`src/rtl/mux_rr_stream.sv`:
```
// Registered N-channel valid/ready stream multiplexer with round-robin or fixed-select
// arbitration; the chosen word is registered together with its source channel index.
module mux_rr_stream #(
   parameter int unsigned N_CH  = 4,
   parameter int unsigned WIDTH = 8,
   parameter int unsigned CH_W  = $clog2(N_CH),
   parameter int unsigned CNT_W = 16
) (
   input  logic                    clk,
   input  logic                    rst_n,
   input  logic                    mode,
   input  logic [CH_W-1:0]         sel,
   input  logic [N_CH-1:0]         in_valid,
   input  logic [N_CH*WIDTH-1:0]   in_data,
   output logic [N_CH-1:0]         in_ready,
   output logic                    out_valid,
   output logic [WIDTH-1:0]        out_data,
   output logic [CH_W-1:0]         out_ch,
   input  logic                    out_ready,
   output logic [CNT_W-1:0]        xfer_cnt
);

   logic [CH_W-1:0]  rr_ptr;
   logic [CH_W-1:0]  grant;
   logic             grant_valid;
   logic             slot_free;
   logic             accept;
   logic [WIDTH-1:0] ch_data [N_CH];
   logic [WIDTH-1:0] grant_data;
   logic [CH_W-1:0]  rr_next;

   // Channel index at distance off from base, modulo N_CH.
   function automatic logic [CH_W-1:0] rr_idx(input logic [CH_W-1:0] base, input int off);
      int s;
      s = int'(base) + off;
      if (s >= int'(N_CH)) s = s - int'(N_CH);
      return CH_W'(s);
   endfunction

   always_comb begin
      for (int i = 0; i < int'(N_CH); i++) begin
         ch_data[i] = in_data[i*WIDTH +: WIDTH];
      end
   end

   // Grant: scan descending so the lowest offset from rr_ptr wins.
   always_comb begin
      grant_valid = 1'b0;
      grant       = '0;
      if (!mode) begin
         for (int k = int'(N_CH) - 1; k >= 0; k--) begin
            if (in_valid[rr_idx(rr_ptr, k)]) begin
               grant_valid = 1'b1;
               grant       = rr_idx(rr_ptr, k);
            end
         end
      end else if ((32'(sel) < N_CH) && in_valid[sel]) begin
         grant_valid = 1'b1;
         grant       = sel;
      end
   end

   assign slot_free  = !out_valid || out_ready;
   assign accept     = grant_valid && slot_free && rst_n;
   assign in_ready   = accept ? (N_CH'(1) << grant) : '0;
   assign grant_data = ch_data[grant];
   assign rr_next    = (grant == CH_W'(N_CH - 1)) ? '0 : grant + CH_W'(1);

   // Output register, transfer counter and round-robin pointer.
   always_ff @(posedge clk) begin
      if (!rst_n) begin
         out_valid <= 1'b0;
         out_data  <= '0;
         out_ch    <= '0;
         xfer_cnt  <= '0;
         rr_ptr    <= '0;
      end else if (accept) begin
         out_valid <= 1'b1;
         out_data  <= grant_data;
         out_ch    <= grant;
         xfer_cnt  <= xfer_cnt + CNT_W'(1);
         if (!mode) rr_ptr <= rr_next;
      end else if (out_ready) begin
         out_valid <= 1'b0;
      end
   end

endmodule

```
`config.mk`:
```
export PLATFORM = sky130hd
export DESIGN_NAME = mux_rr_stream
export DESIGN_NICKNAME = d
export VERILOG_FILES = /design/src/rtl/mux_rr_stream.sv
export SDC_FILE = /design/constraint.sdc
export NUM_CORES = 1
export LEC_CHECK = 0
export BUFFER_PORTS_ARGS = -buffer_cell sky130_fd_sc_hd__buf_2
export CELL_PAD_IN_SITES_DETAIL_PLACEMENT = 1
export CELL_PAD_IN_SITES_GLOBAL_PLACEMENT = 2
export CORE_MARGIN = 1.5
export CORE_UTILIZATION = 29
export CTS_BUF_LIST = sky130_fd_sc_hd__clkbuf_8
export CTS_CLUSTER_DIAMETER = 50
export CTS_CLUSTER_SIZE = 12
export DETAILED_ROUTE_END_ITERATION = 8
export HOLD_SLACK_MARGIN = 0.05
export PLACE_DENSITY = 0.9
export SLEW_MARGIN = 10
export SYNTH_ARGS = -nofsm -noshare
export SYNTH_HDL_FRONTEND = slang
export SYNTH_SLANG_ARGS = --single-unit
```
`constraint.sdc`:
```
create_clock -name clk -period 3.4 [get_ports clk]
set_input_delay 0.17 -clock clk [delete_from_list [all_inputs] [get_ports clk]]
set_output_delay 0.17 -clock clk [all_outputs]
set_load 0.01 [all_outputs]
```
==> impl_results.md <==
* Cell Area, Synth at 0.00173 mm^2
* Final worst path period need at 2.33 ns
* Clock Tree Buf Depth at 2
* Power Density at 413 mW/mm^2
* VDD IR max at 166 uV
* Final wirelength at 5310 um
* Placement-stage cell area at 0.00215 mm^2
* Peak fanout along the critical path at 8
* Number of synthesized flops with an enable pin at 0
* Synth Net Count at 251
* Critical path arrival at 2.16 ns
* Max Clk Rate at 0.429 GHz
* Ports at 73
* Initial DRC Count at 82
* Gate Count Post-Synth at 208
* Commonest cells post-synth: 29 x dfxtp_1, 26 x nand2_1, 13 x inv_1
* Dominant synthesized flop cell: dfxtp_1
* Die span in x at 80.2 um
* Place WS at 1.04 ns
* Detailed Place HPWL at 3960 um
* Non-filler cells, final at 353
* Nets@finish at 323
* Synth Area per Inst at 8.31 um^2
* All-Layer GR Usage at 0.176
* Ys Warns at 0
* PortBufs at 72
* P&R area growth vs syn at 30.8%
* WP data required at 3.23 ns
* # H-tree levels at 2
* RSZ-0062 raised after global routing: false
* Setup Crit Path Kind: reg2out
* #FFs+latches synth at 29
* Post-CTS setup buffer count at 0
* First-pass GRT wire length at 8930 um
* Yosys top cell area share at 0.336
* Max-Cap Viols at 0
* Final hold vios at 0
* Leakage at 1.12 nW
* Post-synthesis sequential area ratio at 0.336
* Clk sinks at 29
* Worst hold-check path type: in2reg
* Ant diodes at 0
* Cells after DPL at 345
* Vias in the first global route at 1907
* CP startpoint kind: flip-flop
* Total gr overflow at 0
* Slew margin rel. at 0.499
* Overall Power at 934 uW
* Setup TNS Final at 0 ns
* Antenna viol nets, final at 0
* Pin count of the biggest net entering global routing at 35
* Worst skew pair latency at 0.28 ns
* Drt via density at 5.25
* Slew Viols, Final at 0
* Unique masters post-synth at 43
* Ys async rst share at 0
* Synth top area cells: dfxtp_1 34%, mux2i_1 6.9%, nand2_1 5.6%, o221ai_1 5.1%, and2_1 3.3%
* Slowest stage cell, crit path: nor3_1
* Fin area at 0.00226 mm^2
* GPL Wtd Cong at 0.770
* Crit. End Element: output pin
* Initial antenna violation count at 0
* Drt wl/cell at 15.0 um
* DRC Markers at 0
* Clock transition at path regs at 0.06 ns
* Setup-failing EPs final at 0
* Hold buffers post-CTS at 0
* Root cell of the clock tree: clkbuf_8
* Final period utilization at 0.685
* CTS resizes at 0
* Die height at 80.2 um
* Initial Util at 0.306
* CP peak stage delay at 0.52 ns
* Status: completed
* Die footprint at 0.00643 mm^2
* Layout cells sized above 1 at 0.306
* Fin Hold WS at 0.247 ns
* Layout Utilization at 0.401
* DR vias at 1853
* PnR worst setup slack at 1.07 ns
* CTS buffer count at 5
* Top-count cell post-synth: dfxtp_1
* Detailed-router iteration count before antenna repair at 4
* Row cnt at 27
* Clock skew at 0.00686 ns
* Floorplan Core Area at 0.00564 mm^2
* CTS tree: done
* Top cell type by total area after synthesis: dfxtp_1
* Transition time of the tightest slew-check pin at 0.748 ns
* Worst-path cell chain: o211ai_1 -> a21oi_1 -> o31ai_1 -> buf_4 -> nor3_1 -> and2_1 -> buf_2
cell type report:
| type | count | area [um^2] |
|---|---|---|
| Tap cell | 72 | 90.1 |
| Sequential cell | 29 | 581 |
| Clock inverter | 2 | 33.8 |
| Fill cell | 700 | 3380 |
| Timing Repair Buffer | 76 | 390 |
| Inverter | 13 | 48.8 |
| Clock buffer | 6 | 82.6 |
| Multi-Input combinational cell | 155 | 1040 |
worst max-delay path: cells and delay by family, from the launching register on:
kind | cells | cell delay [ns]
DFF | 1 | 0.43
AOI/OAI and AO/OA | 3 | 0.42
and+or+nand+nor | 2 | 0.73
buffers and inverters | 2 | 0.29
cell usage in the layout (no fill, tap or decap), drive strengths merged, types with 6 or more instances in the layout:
cell    instances
buf            76
dfxtp          29
nand2          26
inv            14
mux2i          12
nand3          10
o221ai         10
and2            9
nand2b          7
a21oi           7
xor2            6
and3            6
clkbuf          6
cell families after synthesis:
group                      after synthesis  synth area share
xor gates and xnor gates                 7            0.0355
and+or+nand+nor                         85             0.260
muxes                                   15            0.0890
DFF                                     29             0.336
AOI/OAI and AO/OA                       47             0.207
adders and majority gates                1           0.00723
buffers and inverters                   24            0.0651
where the power goes:
part           leakage [nW]  internal, mW  switching, mW
Sequential            0.237         0.362         0.0155
Clock                0.0626         0.236          0.132
Combinational         0.820        0.0844          0.104
routing by layer:
| metal | wire length [um] | track usage |
|---|---|---|
| met1 | 2520 | 0.226 |
| met2 | 2500 | 0.298 |
| met3 | 187 | 0.0318 |
| met4 | 98 | 0.0517 |
| met5 | 0 | 0 |
flip-flops by register name, indices dropped and copies added, names as in the netlist:
| name | cells |
|---|---|
| out_ch | 2 |
| out_valid | 1 |
| xfer_cnt | 16 |
| rr_ptr | 2 |
| out_data | 8 |
path summary, 6_finish.rpt:
path	cells past startpoint	startpoint	to	slack, ns
worst max-delay path	7	rr_ptr[1]	in_ready[0]	1.07
worst min-delay path	3	in_data[13]	out_data[5]	0.25
worst max register to register	6	rr_ptr[1]	out_data[2]	1.35
worst min register to register	2	out_ch[1]	out_ch[1]	0.47
Power figures use the tool's default switching activity.
